File: src/rtl/network_bank_out.sv
// Bank-to-lane return crossbar: delays the lane selects by the bank read latency, then inverts them.
// Define NETWORK_BANK_OUT_PERM_CHK_EN to build the permutation-error flag; otherwise perm_err is tied low.
module network_bank_out #(
  parameter int addr_width = 8,
  parameter int data_width = 12,
  parameter int RD_LAT     = 1
) (
  input  logic                  clk,
  input  logic                  rst,
  input  logic                  valid_in,
  input  logic [1:0]            sel_a_0,
  input  logic [1:0]            sel_a_1,
  input  logic [1:0]            sel_a_2,
  input  logic [1:0]            sel_a_3,
  input  logic [data_width-1:0] q0,
  input  logic [data_width-1:0] q1,
  input  logic [data_width-1:0] q2,
  input  logic [data_width-1:0] q3,
  output logic [data_width-1:0] d0,
  output logic [data_width-1:0] d1,
  output logic [data_width-1:0] d2,
  output logic [data_width-1:0] d3,
  output logic                  valid_out,
  output logic                  perm_err
);

  // addr_width only keeps the parameter list shared with the address network.
  localparam int LastStage = RD_LAT - 1 + 0 * addr_width;

  logic                  validLine_q [RD_LAT];
  logic [3:0][1:0]       selLine_q   [RD_LAT];
  logic [3:0][data_width-1:0] bankData;
  logic [3:0][1:0]       lastSel;
  logic                  lastValid;
  logic [3:0][data_width-1:0] dOut_d, dOut_q;
  logic                  validOut_q;

  always_ff @(posedge clk or posedge rst) begin
    if (rst) begin
      for (int s = 0; s < RD_LAT; s++) begin
        validLine_q[s] <= 1'b0;
        selLine_q[s]   <= '0;
      end
    end else begin
      validLine_q[0] <= valid_in;
      selLine_q[0]   <= {sel_a_3, sel_a_2, sel_a_1, sel_a_0};
      for (int s = 1; s < RD_LAT; s++) begin
        validLine_q[s] <= validLine_q[s-1];
        selLine_q[s]   <= selLine_q[s-1];
      end
    end
  end

  assign bankData  = {q3, q2, q1, q0};
  assign lastSel   = selLine_q[LastStage];
  assign lastValid = validLine_q[LastStage];

  // Scanning banks from high to low lets the lowest matching bank win the lane.
  always_comb begin
    dOut_d = '0;
    for (int j = 0; j < 4; j++) begin
      for (int k = 3; k >= 0; k--) begin
        if (lastSel[k] == 2'(j)) begin
          dOut_d[j] = bankData[k];
        end
      end
    end
  end

  always_ff @(posedge clk or posedge rst) begin
    if (rst) begin
      dOut_q     <= '0;
      validOut_q <= 1'b0;
    end else begin
      validOut_q <= lastValid;
      if (lastValid) begin
        dOut_q <= dOut_d;
      end
    end
  end

`ifdef NETWORK_BANK_OUT_PERM_CHK_EN
  logic [3:0][3:0] hit;
  logic            permErr_d, permErr_q;

  // A lane with zero hits or with several hits means the selects were not a permutation.
  always_comb begin
    hit       = '0;
    permErr_d = 1'b0;
    for (int j = 0; j < 4; j++) begin
      for (int k = 0; k < 4; k++) begin
        hit[j][k] = (lastSel[k] == 2'(j));
      end
      if (hit[j] == 4'b0 || (hit[j] & (hit[j] - 4'd1)) != 4'b0) begin
        permErr_d = 1'b1;
      end
    end
  end

  always_ff @(posedge clk or posedge rst) begin
    if (rst) begin
      permErr_q <= 1'b0;
    end else if (lastValid) begin
      permErr_q <= permErr_d;
    end
  end

  assign perm_err = permErr_q;
`else
  assign perm_err = 1'b0;
`endif

  assign d0        = dOut_q[0];
  assign d1        = dOut_q[1];
  assign d2        = dOut_q[2];
  assign d3        = dOut_q[3];
  assign valid_out = validOut_q;

endmodule

File: config.mk
export PLATFORM = sky130hd
export DESIGN_NAME = network_bank_out
export DESIGN_NICKNAME = d
export VERILOG_FILES = /design/src/rtl/network_bank_out.sv
export SDC_FILE = /design/constraint.sdc
export NUM_CORES = 1
export LEC_CHECK = 0
export ABC_AREA = 0
export CAP_MARGIN = 20
export CORE_MARGIN = 4
export CORE_UTILIZATION = 43
export CTS_CLUSTER_SIZE = 10
export DETAILED_ROUTE_END_ITERATION = 16
export GPL_TIMING_DRIVEN = 0
export MAX_ROUTING_LAYER = met4
export PLACE_DENSITY = 0.78
export SLEW_MARGIN = 0
export SYNTH_ARGS = -nofsm -noshare
export SYNTH_HDL_FRONTEND = slang
export SYNTH_SLANG_ARGS = --single-unit
File: constraint.sdc
create_clock -name clk -period 2.05 [get_ports clk]
set_input_delay 0.5125 -clock clk [delete_from_list [all_inputs] [get_ports clk]]
set_output_delay 0.5125 -clock clk [all_outputs]
set_load 0.01 [all_outputs]
==> results of run 1 <==
[sequential cells by signal, summed over array words and instances, names as in the netlist]
signal / count
d0: 12
d1: 12
d2: 12
d3: 12
lastSel: 8
lastValid: 1
valid_out: 1
[cell type report]
| class | instances | area share [%] |
|---|---|---|
| clock buffers | 14 | 3.32 |
| inverters | 13 | 0.996 |
| repair buffers | 108 | 22.3 |
| flip-flops and latches | 58 | 29.6 |
| clock inverters | 2 | 0.715 |
| multi-input cells | 255 | 35.9 |
| plain buffers | 40 | 4.54 |
| well taps | 102 | 2.60 |
[through the flow]
step	instance area, µm²	cells	setup slack [ns]	setup TNS [ns]	power [mW]
global placement	4680	575	-0.949	-54.78	2.42
CTS	4900	592	0.220	0	3.53
detailed placement	4700	576	0.262	0	2.44
finish	4900	592	0.208	0	3.55
global route	4900	592	0.175	0	3.67
floorplan	3480	366	0.110	0	1.86
[path summary, 6_finish.rpt]
path	end	slack, ns
worst max-delay path	d3[11]	0.21
worst min-delay path	valid_out	0.48
worst max register to register	d3[2]	0.25
worst min register to register	valid_out	0.48
max in group asynchronous	d2[4]	0.91
min in group asynchronous	d0[8]	0.57
[placed cells by master, fill, tap and decap left out, types with 8 or more instances in the layout]
cell type	instances
dfrtp_1	58
clkbuf_8	11
a221oi_1	12
a311oi_1	23
nand4_1	12
a221oi_2	12
and3b_1	12
o22ai_1	48
nor3_1	24
a31oi_1	24
nand2b_1	16
inv_1	12
buf_2	20
nand2_1	39
clkdlybuf4s50_1	107
nand4b_1	12
clkbuf_1	11
buf_4	8
[logic make-up after synthesis]
logic type	count (synthesis)
buffers and inverters	53
other	1
flip-flops	58
AO/OA/AOI/OAI	124
AND/OR/NAND/NOR	130
[routing by layer]
metal | part of all wire, % | track usage [%] | routed length, µm | vias to the layer above
met4 | 5.2 | 16.2 | 760 | 0
li1 | - | - | - | 1690
met3 | 12 | 5.86 | 1790 | 71
met2 | 44 | 44.3 | 6410 | 401
met5 | 0 | - | 0 | -
met1 | 38 | 40.6 | 5510 | 1828
[worst register-to-register path, cell delays in order, from the launching register on]
cell and delay, ns:
dfrtp_1 0.48, nand2_1 0.17, clkbuf_1 0.53, o22ai_1 0.20, a311oi_1 0.32
[power by group through the flow]
stage	clock network (mW)	logic [mW]	registers, mW
floorplan	0	0.407	1.45
global placement	0	1.01	1.41
detailed placement	0	1.03	1.41
CTS	1.10	1.04	1.39
global route	1.16	1.11	1.41
finish	1.10	1.05	1.39
==> reports/results.ini, run 1 <==
[status]
status=complete, no violations

[power_and_ir_drop]
p_sw_share_pct=31.0
power.leakage_nw=1.89
p_comb_share_pct=29.7
p_sw_mw=1.10
powerDensity_mw_per_mm2=724
ir_drop_mv=0.401
clockPowerShare_pct=31.1
p_seq_share_pct=39.2
p_int_mw=2.45

[route]
vias_per_cell=6.74
wl_per_cell_um=24.5
num_vias=3990
drt-total-wl_mm=14.5
first_iter_violations=623
ant_nets=0
first_pass_iters=8
drc=0

[logic_synthesis]
synthArstFlopShare_pct=100
netlist_top_cells_count=58 x dfrtp_1, 48 x o22ai_1, 39 x nand2_1
synth.yosys.seq_area_share_pct=41.7
yosysTopAreaCellShare_pct=41.7
synth_edf_count=0
synth_seq_cells=58
synth_top_cell_by_area=dfrtp_1
synthTopCellsByArea=dfrtp_1 42%, o22ai_1 8.6%, a311oi_1 5.8%
synth-xor-area-share_pct=0
synth.area.mux_share_pct=0
synthAdderAreaFrac_pct=0
syn_area_mm2=0.00348
yosysMostFrequentCell=dfrtp_1
synthFlopType=dfrtp_1
synth-compound-area-share_pct=28.3
yosysWarnings=0
avgSynthCellArea_um2=9.52
synth_top_family_by_area=compound AO/OA/AOI/OAI gates
ys_types=35
syn_inst=366
synthSimpleGateAreaFrac_pct=22.1
syn_nets=425

[global_routing]
grt_first_pass_wirelength_mm=22.2
antenna_found_initial=0
grt.overflow.total=0
grt_max_degree=33
grt_pass1_vias=4031
grt_use_total_pct=30.6

[timing]
fmax_mhz=543
tightest_slew_ns=0.664
setup_viol=0
slew-limit-headroom_pct=55.8
hold_violations=0
holdWs_ns=0.478
period_needed_ns=1.84
maxSlewViolCount=0
finClkSkew_ns=0.0114
min_period_over_period_pct=89.8
rsz0062_at_grt=false

[cts]
post_cts_buffers=0
insertion_delay_ns=0.35
clk_pin_slew_worst_paths_ns=0.07
h-tree-depth=3
clock_path_buffers=2
numCtsBuffers=9
cts_tree=done
clock-root-buffer=clkbuf_8
clkSinkCount=58
cts_resized=0
cts_hold_buf=0

[cells_and_area]
fill_cells=685
seq_area_mm2=0.00145
area_growth_pct=40.6
drive_gt1_share_pct=13.7
finish.utilization_pct=62.8
finalNetCount=544
multiInputGateArea_mm2=0.00176
n_antenna_cell=0

[worst_setup_path]
timing.rr.start=lastSel[0]
critPathBufInv=1
cpLargestDelayFamily=buffers and inverters
path_max_fanout=2
cp.arrival_ns=1.33
crit_start=d3[11]
cp.required_ns=1.54
worstPathCellList=clkdlybuf4s50_1
worst-setup-path-type=reg -> out
critPathMaxStageDelay_ns=0.57
worstSetupEndpointType=primary output
path_depth=1
cp-start-kind=flip-flop
ff2ff_path_depth=4
cp_slowest_cell=clkdlybuf4s50_1

[floorplanning]
rows=32
core_area_mm2=0.00781
dieArea_mm2=0.00961
start_util_pct=44.6
die_w_um=98.0
io_pins=109
die_y_um=98.0

[worst_hold_path]
min_from=lastValid
min_path_type=reg -> reg
min_path_cells=0

[placed_design]
gp_congestion=0.968
hpwl_mm=9.69
numPortBuffers=107

[run]
maxCapViolations=0

Power figures use the tool's default switching activity.
==> run 2: changes to the inputs <==
--- a/config.mk
+++ b/config.mk
@@ -8,12 +8,12 @@
 export ABC_AREA = 0
 export CAP_MARGIN = 20
 export CORE_MARGIN = 4
-export CORE_UTILIZATION = 43
+export CORE_UTILIZATION = 51
 export CTS_CLUSTER_SIZE = 10
 export DETAILED_ROUTE_END_ITERATION = 16
 export GPL_TIMING_DRIVEN = 0
 export MAX_ROUTING_LAYER = met4
-export PLACE_DENSITY = 0.78
+export PLACE_DENSITY = 0.87
 export SLEW_MARGIN = 0
 export SYNTH_ARGS = -nofsm -noshare
 export SYNTH_HDL_FRONTEND = slang
==> constraint.sdc (replaced) <==
create_clock -name clk -period 2.15 [get_ports clk]
set_input_delay 0.5375 -clock clk [delete_from_list [all_inputs] [get_ports clk]]
set_output_delay 0.5375 -clock clk [all_outputs]
set_load 0.01 [all_outputs]
==> reports/results.ini, run 2 (synthesis gave the netlist of run 1 again) <==
[cts]
numCtsBuffers=9  ; unchanged
insertion_delay_ns=0.35  ; about the same
h-tree-depth=3  ; unchanged
clock-root-buffer=clkbuf_8
clkSinkCount=58  ; unchanged
cts_hold_buf=0  ; unchanged
cts_resized=0  ; unchanged
cts_tree=done
post_cts_buffers=0  ; unchanged
clk_pin_slew_worst_paths_ns=0.07  ; about the same
clock_path_buffers=2  ; unchanged

[worst_setup_path]
cp_slowest_cell=clkdlybuf4s50_1
cpLargestDelayFamily=buffers and inverters
reg2reg_slack_ns=0.40  ; +0.15 ns
ff2ff_path_depth=4  ; unchanged
critPathMaxStageDelay_ns=0.56  ; about the same
critPathBufInv=1  ; unchanged
worstSetupEndpointType=primary output
path_max_fanout=2  ; unchanged
worstPathCellList=clkdlybuf4s50_1
cp.required_ns=1.61  ; +0.07 ns
cp-start-kind=flip-flop
cp.arrival_ns=1.30  ; -0.03 ns
r2r-end=d3[7]
worst-setup-path-type=reg -> out
timing.rr.start=lastSel[3]

[timing]
layout_setup_ws_ns=0.314  ; +0.105 ns
hold_violations=0  ; unchanged
period_needed_ns=1.84
fmax_mhz=545
finClkSkew_ns=0.00972  ; -0.00170 ns
min_period_over_period_pct=85.4
totalNegativeSetupSlack_ns=0  ; unchanged
maxSlewViolCount=0  ; unchanged
slew-limit-headroom_pct=56.6  ; +0.84 points
setup_viol=0  ; unchanged
tightest_slew_ns=0.651  ; -0.0126 ns
rsz0062_at_grt=false

[placed_design]
dp_slack_ns=0.406  ; +0.144 ns
gp_congestion=1.04  ; +7.5%
hpwl_mm=9.89  ; +2.1%
numPortBuffers=107  ; unchanged

[route]
first_iter_violations=679  ; +9.0%
vias_per_cell=7.28  ; +8.0%
wl_met3_mm=2.23  ; +24%
wirelength_met1_mm=5.01  ; -9.1%
ant_nets=0  ; unchanged
wl_met2_mm=6.31  ; -1.7%
first_pass_iters=7  ; -1
drt-total-wl_mm=14.5  ; about the same
drc=0  ; unchanged
top_layer=met4
num_vias=4129  ; +3.5%
wl_per_cell_um=25.5  ; +4.3%

[worst_hold_path]
min_from=lastValid
min_path_cells=0  ; unchanged
min_path_type=reg -> reg
worstHoldEndpoint=valid_out

[cells_and_area]
final_common_cell=clkdlybuf4s50_1
n_antenna_cell=0  ; unchanged
finish.utilization_pct=74.5  ; +12 points
finalNetCount=544  ; unchanged
drive_gt1_share_pct=13.7  ; unchanged
area_growth_pct=38.8
final_cell_mix=107 x clkdlybuf4s50_1, 58 x dfrtp_1, 48 x o22ai_1

[floorplanning]
die_y_um=90.7  ; -7.5%
core_area_mm2=0.00649  ; -17%
rows=29  ; -9.4%
io_pins=109  ; unchanged
die_w_um=90.7  ; -7.5%
dieArea_mm2=0.00822  ; -14%
start_util_pct=53.7  ; +9.0 points

[power_and_ir_drop]
ir_drop_mv=0.574  ; +43%
power.leakage_nw=1.88  ; -0.71%
powerDensity_mw_per_mm2=670  ; -7.5%

[global_routing]
grt_use_total_pct=35.0  ; +4.4 points
antenna_found_initial=0  ; unchanged
grt.overflow.total=0  ; unchanged
grt_first_pass_wirelength_mm=21.6  ; -2.6%
grt_pass1_vias=4059  ; +0.69%
grt_max_degree=31  ; -6.1%

[status]
status=complete, no violations

[run]
maxCapViolations=0  ; unchanged

-- run 2: metal layers --
layer | vias to the layer above | global-route usage, %
li1 | 1692 | -
met1 | 1865 | 42.1
met2 | 456 | 51.9
met3 | 116 | 10.5
met4 | 0 | 20.8
met5 | - | -
-- run 2: worst max-delay path by stage --
stage	depth (start not counted)	startpoint	endpoint	slack (ns)
floorplan	1	rst	d0[0]	0.18
global placement	2	rst	d0[3]	-0.88
detailed placement	4	q2[10]	d1[10]	0.41
CTS	1	d3[0]	d3[0]	0.32
global route	1	d0[4]	d0[4]	0.28
finish	1	d0[4]	d0[4]	0.31
-- run 2: cell type report --
class	count	area [µm²]
Buffer	40	223
Clock buffer	13	149
Clock inverter	3	15.0
Fill cell	481	1660
Inverter	13	48.8
Multi-Input combinational cell	255	1760
Sequential cell	58	1450
Tap cell	77	96.3
Timing Repair Buffer	108	1090
-- run 2: power by group --
part	internal [mW]	switching, mW
clock	0.445	0.461
sequential	1.23	0.0955
combinational	0.509	0.501
-- run 2: stage by stage --
step | instance area, µm² | hold WS [ns] | instances | total power, mW
after floorplan | 3480 | 0.401 | 366 | 1.77
after global placement | 4650 | 0.438 | 550 | 2.30
after detailed placement | 4670 | 0.449 | 551 | 2.32
after CTS | 4840 | 0.468 | 567 | 3.20
after global routing | 4840 | 0.506 | 567 | 3.33
final | 4840 | 0.475 | 567 | 3.24
==> run 3: changes to the inputs <==
--- a/config.mk
+++ b/config.mk
@@ -11,7 +11,6 @@
 export CORE_UTILIZATION = 51
 export CTS_CLUSTER_SIZE = 10
 export DETAILED_ROUTE_END_ITERATION = 16
-export GPL_TIMING_DRIVEN = 0
 export MAX_ROUTING_LAYER = met4
 export PLACE_DENSITY = 0.87
 export SLEW_MARGIN = 0
==> reports/results.ini, run 3 (synthesis gave the netlist of run 1 again) <==
[status]
status=complete, no violations

[worst_setup_path]
r2r-end=d2[0]
cp.required_ns=1.61  ; about the same
worst-setup-path-type=reg -> out
worstSetupEndpointType=primary output
cp-start-kind=flip-flop
ff2ff_path_depth=3  ; -1
reg2reg_slack_ns=0.36  ; -0.04 ns
worstPathCellList=clkdlybuf4s50_1
cpLargestDelayFamily=buffers and inverters
path_max_fanout=2  ; unchanged
cp.arrival_ns=1.30  ; about the same
cp_slowest_cell=clkdlybuf4s50_1
critPathBufInv=1  ; unchanged
timing.rr.start=lastSel[0]
critPathMaxStageDelay_ns=0.56  ; about the same

[cts]
clock-root-buffer=clkbuf_8
clkSinkCount=58  ; unchanged
cts_resized=0  ; unchanged
clock_path_buffers=2  ; unchanged
cts_tree=done
numCtsBuffers=9  ; unchanged
h-tree-depth=3  ; unchanged
cts_hold_buf=0  ; unchanged
insertion_delay_ns=0.35  ; about the same
clk_pin_slew_worst_paths_ns=0.07  ; about the same
post_cts_buffers=0  ; unchanged

[global_routing]
grt_pass1_vias=3945  ; -2.8%
antenna_found_initial=0  ; unchanged
grt_use_total_pct=32.8  ; -2.2 points
grt_first_pass_wirelength_mm=20.7  ; -4.4%
grt_max_degree=59  ; +90%
grt.overflow.total=0  ; unchanged

[timing]
period_needed_ns=1.83  ; -0.00361 ns
totalNegativeSetupSlack_ns=0  ; unchanged
rsz0062_at_grt=false
setup_viol=0  ; unchanged
hold_violations=0  ; unchanged
finClkSkew_ns=0.0142  ; +0.00450 ns
fmax_mhz=546  ; +0.20%
layout_setup_ws_ns=0.317  ; +0.00361 ns
maxSlewViolCount=0  ; unchanged
min_period_over_period_pct=85.2  ; -0.17 points
slew-limit-headroom_pct=49.6  ; -7.0 points
tightest_slew_ns=0.757  ; +0.106 ns

[route]
first_iter_violations=661  ; -2.7%
num_vias=3939  ; -4.6%
drc=0  ; unchanged
drt-total-wl_mm=13.2  ; -8.7%
wl_per_cell_um=24.2  ; -5.2%
first_pass_iters=5  ; -2
vias_per_cell=7.21  ; -0.93%
ant_nets=0  ; unchanged

[power_and_ir_drop]
clockPowerShare_pct=34.4  ; +6.4 points
ir_drop_mv=0.527  ; -8.2%
power.leakage_nw=1.86  ; -1.2%
p_sw_mw=1.04  ; -2.1%
p_sw_share_pct=29.5  ; -3.1 points
p_comb_share_pct=27.7  ; -3.5 points
powerDensity_mw_per_mm2=727  ; +8.5%
p_seq_share_pct=38.0  ; -2.8 points
p_int_mw=2.48  ; +13%

[cells_and_area]
finish.utilization_pct=74.4  ; -0.077 points
drive_gt1_share_pct=12.4  ; -1.3 points
finalNetCount=523  ; -3.9%
final_cell_mix=107 x clkdlybuf4s50_1, 57 x dfrtp_1, 48 x o22ai_1
final_common_cell=clkdlybuf4s50_1
area_growth_pct=38.6
fin_cells=546  ; -3.7%
n_antenna_cell=0  ; unchanged

[floorplanning]
start_util_pct=53.7  ; unchanged
io_pins=109  ; unchanged
rows=29  ; unchanged
die_w_um=90.7  ; unchanged
core_area_mm2=0.00649  ; unchanged
dieArea_mm2=0.00822  ; unchanged
die_y_um=90.7  ; unchanged

[placed_design]
numPortBuffers=107  ; unchanged
placedCellCount=530  ; -3.8%
dp_slack_ns=0.424  ; +0.0180 ns
gp_congestion=0.919  ; -12%
hpwl_mm=8.53  ; -14%

[run]
maxCapViolations=0  ; unchanged

[worst_hold_path]
min_path_type=in -> async

-- run 3: how the worst max path moves through the flow --
stage,startpoint,endpoint,cells after the start
2_1_floorplan,rst,d0[0],1
6_report,d0[4],d0[4],1
3_5_place_dp,q2[5],d1[5],4
5_1_grt,d3[11],d3[11],1
3_3_place_gp,q2[11],d1[11],4
4_1_cts,d3[11],d3[11],1
-- run 3: through the flow --
step	power (mW)	area [µm²]	hold slack [ns]
floorplan	1.77	3480	0.401
global placement	2.27	4590	0.608
detailed placement	2.30	4590	0.610
CTS	3.49	4830	0.580
global route	3.62	4830	0.599
finish	3.51	4830	0.552
-- run 3: cell type report --
type	count	area, µm²
well taps	77	96.3
multi-input cells	255	1760
repair buffers	127	1230
fillers	444	1660
clock buffers	12	165
clock inverters	4	72.6
inverters	13	48.8
flip-flops and latches	58	1450
-- run 3: power groups by stage --
stage                     Sequential [mW]  Clock [mW]  Combinational, mW
final                                1.33        1.21              0.971
after global routing                 1.34        1.25               1.02
after CTS                            1.33        1.20              0.958
after detailed placement             1.35           0              0.950
after global placement               1.34           0              0.932
after floorplan                      1.38           0              0.388
-- run 3: metal layers --
layer	routed length, µm	up-vias	GRT usage (%)
met2	5790	402	47.3
met5	0	-	-
li1	-	1644	-
met4	524	0	15.6
met1	4910	1819	42.0
met3	1980	74	10.3
-- run 3: tightest hold or removal path, cell delays in order --
cell	delay (ns)
clkdlybuf4s50_1	0.41
inv_2	0.07
buf_12	0.27
